## src/rtl/key_pkg.sv

```systemverilog
// Shared types and constants for the push-button conditioning block:
// debounce FSM states, key bit positions, default timing and press arbitration.
package key_pkg;

  localparam int NUM_KEYS = 4;

  localparam int KEY_MENU = 0;
  localparam int KEY_L1   = 1;
  localparam int KEY_L2   = 2;
  localparam int KEY_L3   = 3;

  // 20 ms debounce and 1 s tick at a 100 MHz clock.
  localparam int DB_CYCLES_DEFAULT   = 2000000;
  localparam int TICK_CYCLES_DEFAULT = 100000000;

  typedef enum logic [1:0] {
    RELEASED     = 2'd0,
    PRESS_WAIT   = 2'd1,
    PRESSED      = 2'd2,
    RELEASE_WAIT = 2'd3
  } key_state_t;

  // Keep only the highest-priority press: menu > level3 > level2 > level1.
  function automatic logic [NUM_KEYS-1:0] arbitrate(input logic [NUM_KEYS-1:0] ev);
    logic [NUM_KEYS-1:0] grant;
    grant = '0;
    if (ev[KEY_MENU])    grant[KEY_MENU] = 1'b1;
    else if (ev[KEY_L3]) grant[KEY_L3]   = 1'b1;
    else if (ev[KEY_L2]) grant[KEY_L2]   = 1'b1;
    else if (ev[KEY_L1]) grant[KEY_L1]   = 1'b1;
    return grant;
  endfunction

endpackage

```

## src/rtl/key_debounce.sv

```systemverilog
// One push-button channel: 2-flop synchroniser, debounce FSM with a
// saturating stability counter, debounced level and a single-cycle press event.
module key_debounce
  import key_pkg::*;
#(
  parameter int DB_CYCLES = DB_CYCLES_DEFAULT
) (
  input  logic clk,
  input  logic rst,
  input  logic key_raw,
  output logic key_level,
  output logic press_event
);

  localparam int CW = $clog2(DB_CYCLES + 1);
  localparam logic [CW-1:0] CNT_LAST = CW'(DB_CYCLES - 1);
  localparam logic [CW-1:0] CNT_MAX  = '1;

  logic       sync_meta;
  logic       sync_q;
  key_state_t state_q, state_d;
  logic [CW-1:0] cnt_q, cnt_d, cnt_inc;

  // NOTE: sequential state uses non-blocking assignments so every flop samples
  // its pre-edge inputs; blocking here would collapse the synchroniser to one stage.
  always_ff @(posedge clk or posedge rst) begin
    if (rst) begin
      sync_meta <= 1'b0;
      sync_q    <= 1'b0;
    end else begin
      sync_meta <= key_raw;
      sync_q    <= sync_meta;
    end
  end

  always_ff @(posedge clk or posedge rst) begin
    if (rst) begin
      state_q <= RELEASED;
      cnt_q   <= '0;
    end else begin
      state_q <= state_d;
      cnt_q   <= cnt_d;
    end
  end

  assign cnt_inc = (cnt_q == CNT_MAX) ? cnt_q : cnt_q + CW'(1);

  always_comb begin
    // NOTE: every output of this block gets a default first; a path that left
    // one unassigned would infer a latch.
    state_d     = state_q;
    cnt_d       = cnt_q;
    press_event = 1'b0;
    case (state_q)
      RELEASED: begin
        if (sync_q) begin
          state_d = PRESS_WAIT;
          cnt_d   = '0;
        end
      end
      PRESS_WAIT: begin
        if (!sync_q) begin
          state_d = RELEASED;
        end else if (cnt_q == CNT_LAST) begin
          state_d     = PRESSED;
          press_event = 1'b1;
        end else begin
          cnt_d = cnt_inc;
        end
      end
      PRESSED: begin
        if (!sync_q) begin
          state_d = RELEASE_WAIT;
          cnt_d   = '0;
        end
      end
      RELEASE_WAIT: begin
        if (sync_q) begin
          state_d = PRESSED;
        end else if (cnt_q == CNT_LAST) begin
          state_d = RELEASED;
        end else begin
          cnt_d = cnt_inc;
        end
      end
      default: state_d = RELEASED;
    endcase
  end

  // A key counts as down until its release has itself been debounced.
  assign key_level = (state_q == PRESSED) || (state_q == RELEASE_WAIT);

endmodule

```

## src/rtl/key_conditioner.sv

```systemverilog
// Four debounced push-buttons with prioritised single-cycle press pulses
// and a free-running seconds tick.
module key_conditioner
  import key_pkg::*;
#(
  parameter int DB_CYCLES   = DB_CYCLES_DEFAULT,
  parameter int TICK_CYCLES = TICK_CYCLES_DEFAULT
) (
  input  logic       clk,
  input  logic       rst,
  input  logic [3:0] key_raw,
  output logic       menu_pulse,
  output logic       level1_pulse,
  output logic       level2_pulse,
  output logic       level3_pulse,
  output logic [3:0] key_level,
  output logic       sec_tick
);

  localparam int TW = (TICK_CYCLES > 1) ? $clog2(TICK_CYCLES) : 1;
  localparam logic [TW-1:0] TICK_LAST = TW'(TICK_CYCLES - 1);

  logic [NUM_KEYS-1:0] press_event;
  logic [NUM_KEYS-1:0] pulse_q;
  logic [TW-1:0]       tick_cnt;

  for (genvar k = 0; k < NUM_KEYS; k++) begin : g_key
    key_debounce #(
      .DB_CYCLES(DB_CYCLES)
    ) u_debounce (
      .clk        (clk),
      .rst        (rst),
      .key_raw    (key_raw[k]),
      .key_level  (key_level[k]),
      .press_event(press_event[k])
    );
  end

  // Losing simultaneous presses are dropped, so the register is one-hot or zero.
  always_ff @(posedge clk or posedge rst) begin
    if (rst) pulse_q <= '0;
    else     pulse_q <= arbitrate(press_event);
  end

  assign menu_pulse   = pulse_q[KEY_MENU];
  assign level1_pulse = pulse_q[KEY_L1];
  assign level2_pulse = pulse_q[KEY_L2];
  assign level3_pulse = pulse_q[KEY_L3];

  always_ff @(posedge clk or posedge rst) begin
    if (rst)                    tick_cnt <= '0;
    else if (tick_cnt == TICK_LAST) tick_cnt <= '0;
    else                        tick_cnt <= tick_cnt + TW'(1);
  end

  assign sec_tick = (tick_cnt == TICK_LAST);

endmodule
```

## config.mk

```make
export PLATFORM = sky130hd
export DESIGN_NAME = key_conditioner
export DESIGN_NICKNAME = d
export VERILOG_FILES = /design/src/rtl/key_pkg.sv /design/src/rtl/key_debounce.sv /design/src/rtl/key_conditioner.sv
export SDC_FILE = /design/constraint.sdc
export NUM_CORES = 1
export LEC_CHECK = 0
export BUFFER_PORTS_ARGS = -buffer_cell sky130_fd_sc_hd__buf_2
export CAP_MARGIN = 30
export CORE_AREA = 2 2 99 140
export CTS_BUF_LIST = sky130_fd_sc_hd__clkbuf_16
export DETAILED_ROUTE_END_ITERATION = 8
export DIE_AREA = 0 0 101 142
export PLACE_DENSITY = 0.75
export SYNTH_ARGS = -nofsm -noshare
export SYNTH_HDL_FRONTEND = slang
export SYNTH_SLANG_ARGS = --single-unit
export TNS_END_PERCENT = 100
```

## constraint.sdc

```tcl
create_clock -name clk -period 3.39 [get_ports clk]
set_input_delay 0 -clock clk [delete_from_list [all_inputs] [get_ports clk]]
set_output_delay 0 -clock clk [all_outputs]
set_load 0.02 [all_outputs]
```

==> results of run 1 <==
[sequential cells by signal, summed over array words and instances, names as in the netlist, named ones only]
signal,cells
pulse_q,4
g_key.u_debounce.state_q,4
g_key.u_debounce.sync_q,4
tick_cnt,27
g_key.u_debounce.sync_meta,4
g_key.u_debounce.cnt_q,84
[report_power, final]
group	switching, mW	total [mW]	leakage [nW]	internal (mW)
clock	0.658	1.72	0.278	1.06
sequential	0.0467	1.65	1.78	1.60
combinational	0.121	0.186	1.33	0.0649
total	0.825	3.55	3.38	2.72
[worst max-delay path: cells and delay by family, from the launching register on]
family,cells,cell delay [ns]
adders and majority gates,1,0.22
and+or+nand+nor,3,1.36
DFF,1,0.38
AOI/OAI and AO/OA,2,0.39
[layout make-up]
cell class | count | area [um2]
fillers | 1081 | 5025
well taps | 156 | 195.2
clock inverters | 15 | 126.4
multi-input cells | 579 | 3747
clock buffers | 17 | 425.4
flip-flops and latches | 131 | 3278
repair buffers | 34 | 242.7
inverters | 25 | 97.59
[cell families (layout without fill, tap and decap cells)]
group                      after synthesis  in the layout  synth area share, %
muxes                                   17             17                2.427
and+or+nand+nor                        354            354                27.00
buffers and inverters                   64             91                4.050
adders and majority gates                5              5               0.8544
xor gates and xnor gates                32             32                3.828
AOI/OAI and AO/OA                      171            171                17.07
DFF                                    131            131                44.77
[layer usage]
metal	global-route usage (%)	share of wire (%)
met1	30.09	41
met2	42.98	52
met3	5.501	4.7
met4	11.74	2.7
met5	0	0
[synthesized netlist by cell type (5+ instances only)]
library cell,number
dfrtp_1,131
nand2_1,81
nand3_1,44
nor2_1,40
nand4_1,33
o21ai_0,32
o31ai_1,27
inv_1,25
nor3_1,25
clkbuf_1,20
a21oi_1,19
nand2b_1,17
nor4_1,17
xnor2_1,17
xor2_1,15
and4_1,14
a22o_1,13
and3_1,13
nor4b_1,12
mux2i_1,11
and2_1,10
buf_2,9
o221ai_1,9
o311ai_0,9
or2_2,9
a31oi_1,8
buf_4,7
nand3b_1,7
or3_1,7
a221o_1,6
mux2_2,6
ha_1,5
o2111ai_1,5
o41ai_1,5
or4_1,5
[per-stage QoR]
step	instances	total power [mW]	instance area [um2]
after CTS	956	3.577	8108
after global routing	957	3.692	8113
after global placement	918	1.838	7486
final	957	3.548	8113
after floorplan	774	1.797	7326
after detailed placement	919	1.854	7506
[path summary, 6_finish.rpt]
check | to | cells after the start
max in group asynchronous | g_key[0].u_debounce.cnt_q[13]$_DFFE_PP0P_ | 5
worst max-delay path | g_key[2].u_debounce.cnt_q[2]$_DFFE_PP0P_ | 6
worst max register to register | g_key[2].u_debounce.cnt_q[2]$_DFFE_PP0P_ | 6
worst min-delay path | g_key[2].u_debounce.state_q[0]$_DFFE_PP0P_ | 3
worst min register to register | g_key[3].u_debounce.sync_q$_DFF_PP0_ | 0
min in group clk | g_key[2].u_debounce.sync_meta$_DFF_PP0_ | 2
==> run metrics, run 1 <==
fraction of final layout cells with drive strength greater than 1=between 10% and 20%; worst-case clock buffer depth=2; HPWL after detailed placement=11.47 mm; Post-layout nets=about 800; synthesized area per cell=between 9 and 10 um2; start-to-end type of the worst setup path=flip-flop to flip-flop; routability-driven placement congestion ratio=just over 0.9; Row Count=50; vias in the first global route=between 6,000 and 7,000; CTS tree=built; Clock Pin Slew Worst Setup and Hold Paths=0.05 ns; maximum number of pins on one net before global-route repair=between 40 and 50; clock latency reported for the late side of the worst-skew pair=~0.42 ns; total number of clock tree sinks=about 130; routed wire length=around 17 mm; worst hold-check slack=about 0.064 ns; cells taking the most area after synthesis=dfrtp_1 45%, nand2_1 4.2%, nand3_1 3.0%, nand4_1 2.8%, o31ai_1 2.8%; kind of capture point of the worst setup path=flip-flop; vias per inst=about 6.6; maximum achievable frequency=about 400 MHz; post-place setup slack=slightly above 0.9 ns; synth-to-layout area growth=10.80%; Largest stage delay, worst path=between 0.6 and 0.7 ns; floorplan die height=142 um; series of cell instances along the critical path=ha_1 -> nand3_2 -> or4_4 -> o21ai_4 -> or2_1 -> o221ai_1; Port Buffers=14; count of nets left with antenna violations after detail routing=0; peak supply drop=between 0.2 and 0.3 mV; Required @ worst endpoint=about 3.7 ns; register-to-register setup slack=between 0.8 and 0.9 ns; first-pass GRT wire length=~30 mm; synthesized cell area=approximately 7300 um2; fin worst setup slack=about 0.90 ns; unrepaired setup endpoints after global routing=false; number of synthesis warnings=0; count of pins on the block boundary=15; Finish-stage setup viols=0; leading cell type in the layout, fill and taps excluded=dfrtp_1; clock skew=between 0.007 and 0.008 ns; share of the yosys chip area belonging to registers=44.77%; critical path data arrival time=roughly 2.8 ns; Setup crit start kind=flip-flop; leftover overflow at the end of global routing=0; H-tree levels=4; Inserted Clock Buffers=17; number of hold buffers added after cts=5; GR Util All Layers=between 20% and 30%; Final TNS setup=0 ns; via count=~6,300; initial antenna violation count=0; worst hold path class=input port to asynchronous set/reset pin; area enclosed by the die boundary=between 10,000 and 15,000 um2; Worst slew margin=approximately half; Syn Inst Count=774; Yosys top cell by area=dfrtp_1; post-CTS repair timing setup buffer count=0; First-pass DRT Iterations=7; endpoints failing hold=0; Post-synth EDFFs=0; detailed-route wire length per cell=~18 um; Slowest cell on crit path=or4_4; Seq cells post-synth=roughly 130; final core utilization=61.75%; fin crit share=73.54%; Leakage Power=between 3 and 4 nW; post-cts resize count=0; critical path peak fanout=19; root buffer cell=clkbuf_16; most frequent cells in the layout=131 x dfrtp_1, 81 x nand2_1, 44 x nand3_1, 40 x nor2_1, 33 x nand4_1; launching element of the worst setup path=g_key[2].u_debounce.cnt_q[0]$_DFFE_PP0P_; DRC viols=0; Netlist cell types=69; clock period minus worst slack=2.493 ns; synthesized net count=roughly 790; most used flip-flop cell after synthesis=dfrtp_1; Std-Cell Core Area=between 10,000 and 15,000 um2; violation count after the first detailed-routing iteration=~400; cell area power density=~440 nW/um2; Chip Width=around 100 um; proportion of netlist area held by the largest area contributor=between 40 and 50%; share of async-settable or async-resettable flops after synthesis=100.0%; number of max-capacitance violations reported=0; Ant. Diodes=0; Tightest Pin Transition=around 0.74 ns; Reg2Reg Launch Point=g_key[2].u_debounce.cnt_q[0]$_DFFE_PP0P_; Final Max Slew Viols=0; run status=completed; starting utilization of the core area=55.73%
(Power assumes the default switching activity.)
==> run 2: changes to the inputs <==
- clock period: 3.39 -> 2.25 ns (I/O delays scaled with it)
==> run 2 against run 1 <==
Compared with the run above:
- critical path depth is 1 higher
- sequential power up 50%
- clock power is 76% higher
- cell count is 2.8% higher
- worst setup slack lost 0.78 ns
- sequential cell count stayed put
- combinational power is 67% higher
- sequential share of layout area fell by 1.6 points
- non-clock buffer count increased by 28
- critical endpoint is now g_key[2].u_debounce.cnt_q[17]$_DFFE_PP0P_
- largest cell class unchanged
==> run metrics, run 2 (synthesis gave the netlist of run 1 again) <==
fill cell count=1,036 (-4.2%); vias per inst=6.507 (-1.2%); number of max-capacitance violations reported=0 (unchanged); starting utilization of the core area=55.73% (unchanged); fin worst setup slack=0.1203 ns (-0.7768 ns); largest registers in the final layout=g_key.u_debounce.cnt_q x84, tick_cnt x27; internal power=4.478 mW (+64%); clock latency reported for the late side of the worst-skew pair=0.42 ns (about the same); maximum achievable frequency=469.6 MHz (+17%); area enclosed by the die boundary=14,340 um2 (unchanged); Row Count=50 (unchanged); Tightest Pin Transition=0.5590 ns (-0.1797 ns); Worst slew margin=62.62% (+12 points); clock period minus worst slack=2.130 ns (-0.3632 ns); floorplan die height=142 um (unchanged); series of cell instances along the critical path=ha_1 -> nand3_2 -> or4_4 -> o21ai_4 -> buf_6 -> nor4b_1 -> a221o_1; peak supply drop=0.3895 mV (+39%); Ant. Diodes=0 (unchanged); root buffer cell=clkbuf_16; endpoints failing hold=0 (unchanged); Port Buffers=14 (unchanged); Final TNS setup=0 ns (unchanged); synth-to-layout area growth=15.33%; GR Util All Layers=25.06% (-0.13 points); worst hold path class=input port to flip-flop; run status=completed; Post-layout nets=827 (+3.5%); Switching Power=1.327 mW (+61%); most frequent cells in the layout=131 x dfrtp_1, 81 x nand2_1, 44 x nand3_1, 41 x buf_4, 40 x nor2_1; clock network fraction of total power=52.1% (+3.7 points); post-place setup slack=0.001700 ns (-0.9258 ns); count of nets left with antenna violations after detail routing=0 (unchanged); First-pass DRT Iterations=5 (-2); number of non-filler instances in the completed layout=984 (+2.8%); Largest register FFs=84 (unchanged); start-to-end type of the worst setup path=flip-flop to flip-flop; maximum number of pins on one net before global-route repair=91 (+120%); Required @ worst endpoint=2.54 ns (-1.12 ns); worst-case clock buffer depth=2 (unchanged); leftover overflow at the end of global routing=0 (unchanged); count of pins on the block boundary=15 (unchanged); critical path data arrival time=2.42 ns (-0.34 ns); routed wire length=17.19 mm (+1.4%); clock skew=0.006946 ns (-0.0001402 ns); DRC viols=0 (unchanged); multi-input logic area=3776 um2 (+0.77%); Switching Share=22.86% (-0.39 points); Placed Cells incl. Taps=948 (+3.2%); unrepaired setup endpoints after global routing=false; combinational fraction of design power=5.4% (+0.2 points); H-tree levels=4 (unchanged); violation count after the first detailed-routing iteration=402 (+1.3%); final core utilization=64.28% (+2.5 points); first-pass GRT wire length=29.39 mm (+0.81%); Slowest cell on crit path=or4_4; total number of clock tree sinks=131 (unchanged); detailed-route wire length per cell=17.47 um (-1.4%); Chip Width=101 um (unchanged); Largest stage delay, worst path=0.58 ns (-0.03 ns); critical path peak fanout=17 (-2); fin crit share=94.65% (+21 points); post-CTS repair timing setup buffer count=0 (unchanged); via count=6,403 (+1.6%); Leakage Power=3.544 nW (+4.7%); Setup crit start kind=flip-flop; kind of capture point of the worst setup path=flip-flop; Clock Pin Slew Worst Setup and Hold Paths=0.06 ns (about the same); cell area power density=687.5 nW/um2 (+57%); routability-driven placement congestion ratio=0.9695 (+5.6%); Std-Cell Core Area=13,140 um2 (unchanged); vias in the first global route=6,293 (-0.68%); HPWL after detailed placement=11.48 mm (+0.10%); Inserted Clock Buffers=17 (unchanged); initial antenna violation count=0 (unchanged); leading cell type in the layout, fill and taps excluded=dfrtp_1; fraction of final layout cells with drive strength greater than 1=15.10% (+4.0 points); area of all sequential standard cells=3278 um2 (unchanged); CTS tree=built; Final Max Slew Viols=0 (unchanged); Finish-stage setup viols=0 (unchanged); register with the most flip-flops=g_key.u_debounce.cnt_q; Flop pwr share=42.6% (-3.8 points)
-- run 2: cell types whose count changed in the layout (fill, tap and decap cells not counted), sizes merged --
cell      previous run  this run
clkinv               8         4
bufinv               2         5
clkinvlp             3         6
buf                 29        57
inv                 27        24
-- run 2: final timing paths --
check                                                       endpoint  depth (start not counted)                                     start  slack (ns)
max                        g_key[2].u_debounce.cnt_q[17]$_DFFE_PP0P_                          7  g_key[2].u_debounce.cnt_q[0]$_DFFE_PP0P_        0.12
min                          g_key[2].u_debounce.sync_meta$_DFF_PP0_                          2                                key_raw[2]        0.23
max reg2reg                g_key[2].u_debounce.cnt_q[17]$_DFFE_PP0P_                          7  g_key[2].u_debounce.cnt_q[0]$_DFFE_PP0P_        0.12
min reg2reg                     g_key[2].u_debounce.sync_q$_DFF_PP0_                          0   g_key[2].u_debounce.sync_meta$_DFF_PP0_        0.35
max in group asynchronous                     tick_cnt[10]$_DFF_PP0_                          4                                       rst        1.57
min in group asynchronous                 asynchronous set/reset pin                          4                                       rst        0.27
-- run 2: power groups by stage --
stage          clock network [mW]  logic (mW)  registers [mW]
5_1_grt                      3.17       0.350            2.48
3_3_place_gp                    0       0.291            2.51
3_5_place_dp                    0       0.304            2.51
6_report                     3.02       0.311            2.47
2_1_floorplan                   0       0.212            2.49
4_1_cts                      3.06       0.312            2.47
-- run 2: layer usage --
metal	GRT usage (%)	up-vias	share of wire, %
met4	9.317	0	1.3
met1	31.90	3196	43
met2	42.35	167	51
met3	4.666	25	4.3
met5	0	-	0
li1	-	3015	-
-- run 2: worst max-delay path, delay by kind of cell, from the launching register on --
kind / cells / cell delay, ns
AOI/OAI and AO/OA: 2 / 0.47
adders and majority gates: 1 / 0.22
buffers and inverters: 1 / 0.19
DFF: 1 / 0.38
and+or+nand+nor: 3 / 0.75
-- run 2: layout make-up --
| type | instances | area share (%) |
|---|---|---|
| flip-flops and latches | 131 | 38.82 |
| clock buffers | 17 | 5.038 |
| well taps | 156 | 2.311 |
| multi-input cells | 579 | 44.72 |
| repair buffers | 62 | 5.438 |
| clock inverters | 14 | 2.519 |
| inverters | 25 | 1.156 |
-- run 2: metrics by stage --
stage	power, mW	cell area, um2	hold WS (ns)
floorplan	2.707	7326	0.03143
global placement	2.797	7724	0.1099
detailed placement	2.815	7724	0.1125
CTS	5.837	8417	0.2179
global route	6.001	8444	0.2297
finish	5.805	8444	0.2304
-- run 2: timing repair --
action                                 in CTS  in global routing
endpoints found under the hold margin     135                  0
gates resized for setup                     1                  7
hold buffers                                5                  0
setup endpoints to repair                   1                  8
